File: config.mk
export PLATFORM = sky130hd
export DESIGN_NAME = lsu_align_unit
export DESIGN_NICKNAME = d
export VERILOG_FILES = /design/src/rtl/lsu_align_unit.sv
export SDC_FILE = /design/constraint.sdc
export NUM_CORES = 1
export LEC_CHECK = 0
export ABC_CLOCK_PERIOD_IN_PS = 2200
export CAP_MARGIN = 20
export CELL_PAD_IN_SITES_DETAIL_PLACEMENT = 0
export CELL_PAD_IN_SITES_GLOBAL_PLACEMENT = 1
export CORE_UTILIZATION = 25
export DETAILED_ROUTE_END_ITERATION = 10
export PLACE_DENSITY = 0.57
export SKIP_LAST_GASP = 1
export SYNTH_ARGS = -nofsm -noshare
export SYNTH_HDL_FRONTEND = slang
export SYNTH_SLANG_ARGS = --single-unit
File: constraint.sdc
create_clock -name clk -period 2.2 [get_ports clk]
set_input_delay 0.66 -clock clk [delete_from_list [all_inputs] [get_ports clk]]
set_output_delay 0.66 -clock clk [all_outputs]
set_load 0.01 [all_outputs]
File: src/rtl/lsu_align_unit.sv
// Load/store alignment unit: splits bus-word-crossing accesses into two aligned beats.
// Optional: define LSU_MISALIGN_TRAP_EN to reject misaligned accesses with cause 2.
`timescale 1ns/1ps
module lsu_align_unit #(
  parameter int DATA_W = 32,
  parameter int ADDR_W = 32
) (
  input  logic              clk,
  input  logic              rst,
  input  logic              flush_i,
  input  logic              req_valid_i,
  output logic              req_ready_o,
  input  logic              req_we_i,
  input  logic [1:0]        req_size_i,
  input  logic              req_unsigned_i,
  input  logic [ADDR_W-1:0] req_addr_i,
  input  logic [DATA_W-1:0] req_wdata_i,
  input  logic [4:0]        req_rd_i,
  output logic              busy_o,
  output logic              rsp_valid_o,
  output logic [DATA_W-1:0] rsp_rdata_o,
  output logic [4:0]        rsp_rd_o,
  output logic [1:0]        rsp_cause_o,
  output logic              bus_req_o,
  output logic              bus_we_o,
  output logic [ADDR_W-1:0] bus_addr_o,
  output logic [DATA_W/8-1:0] bus_be_o,
  output logic [DATA_W-1:0] bus_wdata_o,
  input  logic              bus_ack_i,
  input  logic              bus_err_i,
  input  logic [DATA_W-1:0] bus_rdata_i
);
  localparam int NB    = DATA_W / 8;
  localparam int OFF_W = $clog2(NB);

  typedef enum logic [1:0] {ST_IDLE, ST_BEAT0, ST_BEAT1, ST_RESP} state_t;
  state_t state_reg;

  logic              we_reg, unsigned_reg, cross_reg, flush_pend_reg;
  logic [1:0]        size_reg;
  logic [OFF_W-1:0]  off_reg;
  logic [ADDR_W-1:0] addr1_reg;
  logic [NB-1:0]     be1_reg;
  logic [DATA_W-1:0] wdata1_reg, rdata0_reg;

  logic              rsp_valid_reg;
  logic [DATA_W-1:0] rsp_rdata_reg;
  logic [4:0]        rsp_rd_reg;
  logic [1:0]        rsp_cause_reg;
  logic              bus_req_reg, bus_we_reg;
  logic [ADDR_W-1:0] bus_addr_reg;
  logic [NB-1:0]     bus_be_reg;
  logic [DATA_W-1:0] bus_wdata_reg;

  logic [OFF_W-1:0]    req_off;
  logic [2*NB-1:0]     req_mask, req_be_wide;
  logic [2*DATA_W-1:0] req_wd_wide;
  logic [ADDR_W-1:0]   req_addr0;
  logic                req_cross, req_illegal, accept;

  // Shifting into a double-width vector yields both beats at once:
  // the low half is beat 0, the high half is beat 1.
  always_comb begin
    req_off  = req_addr_i[OFF_W-1:0];
    req_mask = '0;
    case (req_size_i)
      2'd0:    req_mask[0:0] = '1;
      2'd1:    req_mask[1:0] = '1;
      2'd2:    req_mask[3:0] = '1;
      default: req_mask[7:0] = '1;
    endcase
    req_be_wide = req_mask << req_off;
    req_wd_wide = {{DATA_W{1'b0}}, req_wdata_i} << {req_off, 3'b000};
    req_cross   = (int'(req_off) + (1 << req_size_i)) > NB;
    req_illegal = (req_size_i == 2'd3) && (DATA_W == 32);
    req_addr0   = {req_addr_i[ADDR_W-1:OFF_W], {OFF_W{1'b0}}};
  end

`ifdef LSU_MISALIGN_TRAP_EN
  logic req_misalign;
  assign req_misalign = |(req_off & OFF_W'((1 << req_size_i) - 1));
`endif

  assign req_ready_o = (state_reg == ST_IDLE) && !flush_i;
  assign accept      = req_valid_i && req_ready_o;
  assign busy_o      = (state_reg != ST_IDLE);
  assign rsp_valid_o = rsp_valid_reg && !flush_i;
  assign rsp_rdata_o = rsp_rdata_reg;
  assign rsp_rd_o    = rsp_rd_reg;
  assign rsp_cause_o = rsp_cause_reg;
  assign bus_req_o   = bus_req_reg;
  assign bus_we_o    = bus_we_reg;
  assign bus_addr_o  = bus_addr_reg;
  assign bus_be_o    = bus_be_reg;
  assign bus_wdata_o = bus_wdata_reg;

  function automatic logic [DATA_W-1:0] load_result(
    input logic [DATA_W-1:0] lo,
    input logic [DATA_W-1:0] hi,
    input logic [OFF_W-1:0]  off,
    input logic [1:0]        size,
    input logic              uns
  );
    logic [DATA_W-1:0] raw, res;
    logic              sign;
    int                nbits;
    raw   = DATA_W'({hi, lo} >> {off, 3'b000});
    nbits = 8 << size;
    case (size)
      2'd0:    sign = raw[7];
      2'd1:    sign = raw[15];
      2'd2:    sign = raw[31];
      default: sign = raw[DATA_W-1];
    endcase
    for (int i = 0; i < DATA_W; i++)
      res[i] = (i < nbits) ? raw[i] : (sign & ~uns);
    return res;
  endfunction

  always_ff @(posedge clk) begin
    if (rst) begin
      state_reg      <= ST_IDLE;
      we_reg         <= 1'b0;
      unsigned_reg   <= 1'b0;
      cross_reg      <= 1'b0;
      flush_pend_reg <= 1'b0;
      size_reg       <= '0;
      off_reg        <= '0;
      addr1_reg      <= '0;
      be1_reg        <= '0;
      wdata1_reg     <= '0;
      rdata0_reg     <= '0;
      rsp_valid_reg  <= 1'b0;
      rsp_rdata_reg  <= '0;
      rsp_rd_reg     <= '0;
      rsp_cause_reg  <= '0;
      bus_req_reg    <= 1'b0;
      bus_we_reg     <= 1'b0;
      bus_addr_reg   <= '0;
      bus_be_reg     <= '0;
      bus_wdata_reg  <= '0;
    end else begin
      rsp_valid_reg <= 1'b0;
      case (state_reg)
        ST_IDLE: begin
          if (accept) begin
            we_reg         <= req_we_i;
            size_reg       <= req_size_i;
            unsigned_reg   <= req_unsigned_i;
            off_reg        <= req_off;
            cross_reg      <= req_cross;
            addr1_reg      <= req_addr0 + ADDR_W'(NB);
            be1_reg        <= req_be_wide[2*NB-1:NB];
            wdata1_reg     <= req_wd_wide[2*DATA_W-1:DATA_W];
            rsp_rd_reg     <= req_rd_i;
            rsp_rdata_reg  <= '0;
            rsp_cause_reg  <= 2'd0;
            flush_pend_reg <= 1'b0;
            if (req_illegal) begin
              state_reg     <= ST_RESP;
              rsp_valid_reg <= 1'b1;
              rsp_cause_reg <= 2'd3;
            end
`ifdef LSU_MISALIGN_TRAP_EN
            else if (req_misalign) begin
              state_reg     <= ST_RESP;
              rsp_valid_reg <= 1'b1;
              rsp_cause_reg <= 2'd2;
            end
`endif
            else begin
              state_reg     <= ST_BEAT0;
              bus_req_reg   <= 1'b1;
              bus_we_reg    <= req_we_i;
              bus_addr_reg  <= req_addr0;
              bus_be_reg    <= req_be_wide[NB-1:0];
              bus_wdata_reg <= req_wd_wide[DATA_W-1:0];
            end
          end
        end
        ST_BEAT0: begin
          // A flush during a live beat is remembered and honoured at the ack.
          if (flush_i) flush_pend_reg <= 1'b1;
          if (bus_ack_i) begin
            bus_req_reg <= 1'b0;
            rdata0_reg  <= bus_rdata_i;
            if (flush_i || flush_pend_reg) begin
              state_reg <= ST_IDLE;
            end else if (bus_err_i) begin
              state_reg     <= ST_RESP;
              rsp_valid_reg <= 1'b1;
              rsp_cause_reg <= 2'd1;
            end else if (cross_reg) begin
              state_reg <= ST_BEAT1;
            end else begin
              state_reg     <= ST_RESP;
              rsp_valid_reg <= 1'b1;
              rsp_rdata_reg <= we_reg ? '0 :
                load_result(bus_rdata_i, '0, off_reg, size_reg, unsigned_reg);
            end
          end
        end
        ST_BEAT1: begin
          if (!bus_req_reg) begin
            // Idle gap cycle between beats.
            if (flush_i) begin
              state_reg <= ST_IDLE;
            end else begin
              bus_req_reg   <= 1'b1;
              bus_addr_reg  <= addr1_reg;
              bus_be_reg    <= be1_reg;
              bus_wdata_reg <= wdata1_reg;
            end
          end else begin
            if (flush_i) flush_pend_reg <= 1'b1;
            if (bus_ack_i) begin
              bus_req_reg <= 1'b0;
              if (flush_i || flush_pend_reg) begin
                state_reg <= ST_IDLE;
              end else begin
                state_reg     <= ST_RESP;
                rsp_valid_reg <= 1'b1;
                if (bus_err_i)
                  rsp_cause_reg <= 2'd1;
                else
                  rsp_rdata_reg <= we_reg ? '0 :
                    load_result(rdata0_reg, bus_rdata_i, off_reg, size_reg, unsigned_reg);
              end
            end
          end
        end
        ST_RESP: state_reg <= ST_IDLE;
        default: state_reg <= ST_IDLE;
      endcase
    end
  end

endmodule

# == Word-level counts from Yosys, hierarchy flattened ==
# Index checks and enable logic that the tools add are counted.
# classes
n_addsub,2
n_lt_le_gt_ge,33
n_eq_ne,21
shifts,6
muxes,147
n_bitwise,4
n_reduce_logical,21
# ops
operator,n
$mux 32,19
$lt 6x32->1 const A,16
$lt 5x32->1 const A,8
$lt 4x32->1 const A,4
$pmux 32 s2,2
$mux 1,97
$pmux 32 s3,1
$lt 3x32->1 const A,2
$shl 32x5->64,1
$shr 64x5->32,1
$add 3x32->32,1
$add 32x3->32 const B,1
$gt 32x4->1 const B,1
$lt 1x32->1 const A,1
$lt 2x32->1 const A,1
$shl 1x2->32 const A,1
$shl 4x2->32 const A,1
$shr 32x5->32,1
$mux 2,15
$ne 2x2->1 const B,12
$mux 4,5
$reduce_and 10->1,1
$pmux 1 s3,3
$eq 2x2->1 const B,4
21 further kinds,35
# word_totals
regBits,220
elab_cells,254

# == Depth between registers and ports, before layout ==
# logic_depth
depth_word,16
mapped_depth,10
mapped_depth_nobuf,9

# == Least setup slack after synthesis ==
# OpenSTA, ideal clock, no wires.
# synth_path
kind,input to register
from,input port req_size_i[0]
to,register cross_reg
setup_time_ns,0.065
t_arrival_ns,2.212
slack_ns,-0.077
stages,10
n_path_buf,1
path_cell_list,clkbuf_1 > nor2_1 > ha_1 > inv_1 > fa_1 > a21oi_1 > nor2_1 > a311oi_1 > a21oi_1 > nor2_1
# synth_via
elab_chain_len,3
# synth_lines
element,line,text
"start, declared",14,"input logic [1:0] req_size_i,"
$shl 1x2->32,74,req_cross = (int'(req_off) + (1 << req_size_i)) > NB;
$add 3x32->32,74,
$gt 32x4->1,74,
"end signal, assigned",151,cross_reg <= req_cross;
"end, declared",39,"logic we_reg, unsigned_reg, cross_reg, flush_pend_reg;"
# No other way between the ends.
# A chain may end at the register's enable or synchronous reset.

# == Worst setup path in the final report ==
# layout_path
from,register rsp_rdata_reg[6] (netlist: rsp_rdata_o[6])
to,output port rsp_rdata_o[6]
# layout_lines
element,line,text
"start, declared",47,logic [DATA_W-1:0] rsp_rdata_reg;
"start signal, assigned",198,rsp_rdata_reg <= we_reg ? '0 :
"start signal, assigned",226,rsp_rdata_reg <= we_reg ? '0 :
"end, declared",21,"output logic [DATA_W-1:0] rsp_rdata_o,"
# No word-level cell between the ends.

==> flow_summary.yaml <==
logic_synthesis:
  synth_top_cell_area_share_pct: 37.2
  synth_seq_cells: 208
  synthTopCellsByArea: "dfxtp_1 (37%), mux2i_1 (6.3%), nand2_1 (5.9%)"
  synthDistinctLibCells: 64
  synth_edf_count: 0
  synthFlopType: "dfxtp_1"
  synth-xor-area-share_pct: 2.27
  synthSimpleGateAreaFrac_pct: 17.4
  ys_warn_count: 0
  synthAdderAreaFrac_pct: 1.18
  synthArstFlopShare_pct: 0
  seq_area_frac_synth_pct: 37.2
  synth_largest_area_cell: "dfxtp_1"
  synthTopCellsByCount: "dfxtp_1 (208), nand2_1 (176), nor2_1 (134)"
  syn-instance-count: 1282
  postSynthAreaPerCell_um2: 8.74
  synth_top_family_by_area: "compound AO/OA/AOI/OAI gates"
  synthMuxAreaShare_pct: 14.7
  synth_compound_area_share_pct: 21.9
  syn_area_um2: 11200
  yosysMostFrequentCell: "dfxtp_1"
run_status:
  status: "complete, no violations"
worst_setup_path:
  start_kind: "flip-flop"
  cp_num_buf_inv: 1
  rrSetupSlack_ns: 0.06
  cp.arrival_ns: 1.51
  critPathTopFamily: "buffers and inverters"
  r2r_start: "state_reg[0]"
  cp_max_fo: 2
  crit_chain: "clkdlybuf4s50_1"
  path_depth: 1
  criticalPathCategory: "reg -> out"
  cp_slowest_cell: "clkdlybuf4s50_1"
  r2r_cells: 9
  crit_required_ns: 1.54
  endpoint_kind: "primary output"
  rr_endpoint: "rsp_rdata_o[12]"
  critPathMaxStageDelay_ns: 0.56
route:
  wl_um: 40500
  dr.pass1.iters: 7
  drc: 0
  drt_iter0_markers: 626
  post_drt_wl_per_cell_um: 18.2
  avgViaCountPerCell: 4.91
  vias: 10900
  ant_nets: 0
final_layout:
  post-route-cell-area_um2: 16500
  area_delta_synth_final_pct: 47.6
  drive_gt1_share_pct: 22.0
  final_cells: 2222
  fin_nets: 1728
clock_network:
  holdBufCountCts: 0
  cts-root-buf: "clkbuf_16"
  cts.reportedPaths.clkPinSlew_ns: 0.06
  clkSinkCount: 208
  clk_latency_ns: 0.59
  cts_buffers: 28
  clockBufferDepth: 3
  cts_tree: "built"
  htreeDepth: 1
placement:
  hpwl_um: 29300
  port_buffers: 220
  place_inst: 2160
  place_congestion: 0.837
  post_dp_cell_area_um2: 15300
  place_ws_ns: -0.550
die:
  dieArea_um2: 45700
  initial_utilization_pct: 25.3
  num_rows: 77
  die_x_um: 214
  fp.dieH_um: 214
  io_pins: 223
  core_area_um2: 44200
global_route:
  overflow: 0
  grt_pass1_vias: 10400
  grt_max_degree: 101
  antenna_found_initial: 4
  track_usage_pct: 17.4
  grt_pass1_wl_um: 62300
power_and_ir_drop:
  p_leak_nw: 6.06
  ir_drop_v: 0.000506
  power.density_nw_per_um2: 1060
sta:
  clock.fmax_mhz: 462
  grt_setup_unrepaired: "yes"
  fin_ws_ns: 0.0337
  finalCritPeriodShare_pct: 98.5
  setup_viol_count_final: 0
  fin_skew_ns: 0.0310
  tightest_slew_ns: 0.674
  fin_crit_ns: 2.17
  final_max_slew_viol_count: 0
  hold_violations: 0
  slew_headroom_pct: 54.9
worst_hold_path:
  hold_start: "rst"
  hold_depth: 2
  holdPathEnd: "rdata0_reg[10]"
  hold_class: "in -> reg"
flow_run:
  cap_violations: 0
==> logic make-up (layout without fill, tap and decap cells) <==
family | after synthesis | after routing
simple gates | 435 | 435
compound gates | 334 | 334
flops | 208 | 208
buf+inv | 136 | 482
mux | 129 | 129
xor+xnor | 29 | 29
fa+ha+maj | 10 | 10
other cells | 1 | 3
==> area by class of cell <==
cell class	count	area, um2
Fill cell	4506	27700
Multi-Input combinational cell	939	6520
Sequential cell	208	4170
Timing Repair Buffer	417	4030
Clock buffer	35	777
Tap cell	592	741
Clock inverter	17	249
Inverter	13	48.8
Antenna cell	1	2.50
==> placed cells by master, fill, tap and decap left out, types with 10 or more instances in the layout <==
master / instances
a211oi_1: 80
dlymetal6s2s_1: 16
xor2_1: 22
dfxtp_1: 203
clkdlybuf4s50_1: 184
nand3_1: 33
clkbuf_16: 30
mux4_2: 25
dlygate4sd2_1: 16
buf_12: 24
o211ai_1: 15
mux2_2: 33
nor2_1: 131
buf_4: 167
mux2i_1: 71
a21oi_1: 97
nor3_1: 36
a221oi_1: 33
o2bb2ai_2: 21
o21ai_0: 30
inv_1: 10
nand2_1: 175
==> metrics by stage <==
stage               TNS (ns)  hold WS (ns)  total power [mW]  util [%]
floorplan                  0         0.432              8.85         -
global placement      -55.67         0.440              12.4      34.7
detailed placement    -58.26         0.446              12.4      34.7
CTS                  -0.0947         0.391              17.6      37.0
global route         -0.0455         0.400              18.6      37.4
finish                     0         0.416              17.5      37.4
==> where the power goes <==
group          internal [mW]  switching, mW
Clock                   3.10           1.91
Combinational           3.56           3.86
Sequential              4.52          0.528
Total                   11.2           6.30
==> routing by layer <==
metal | share of wire, % | global-route usage (%)
met1 | 48 | 25.2
met2 | 44 | 26.6
met3 | 6.0 | 3.27
met4 | 1.4 | 3.99
met5 | 0.067 | 0
==> timing repair <==
item	CTS	global route
resized for setup	30	26
gates cloned	0	3
buffers inserted	1	5
endpoints found under the hold margin	0	0
setup endpoints to repair	18	47
pin swaps	1	7
==> how the worst max path moves through the flow <==
stage | slack (ns) | endpoint | from
2_1_floorplan | 0.02 | cross_reg | req_size_i[0]
3_3_place_gp | -0.57 | req_ready_o | flush_i
3_5_place_dp | -0.55 | req_ready_o | flush_i
4_1_cts | -0.09 | req_ready_o | state_reg[1]
5_1_grt | -0.01 | rsp_rdata_o[9] | state_reg[0]
6_report | 0.03 | rsp_rdata_o[6] | rsp_rdata_o[6]
No activity file was read; power rests on OpenSTA's default activity.
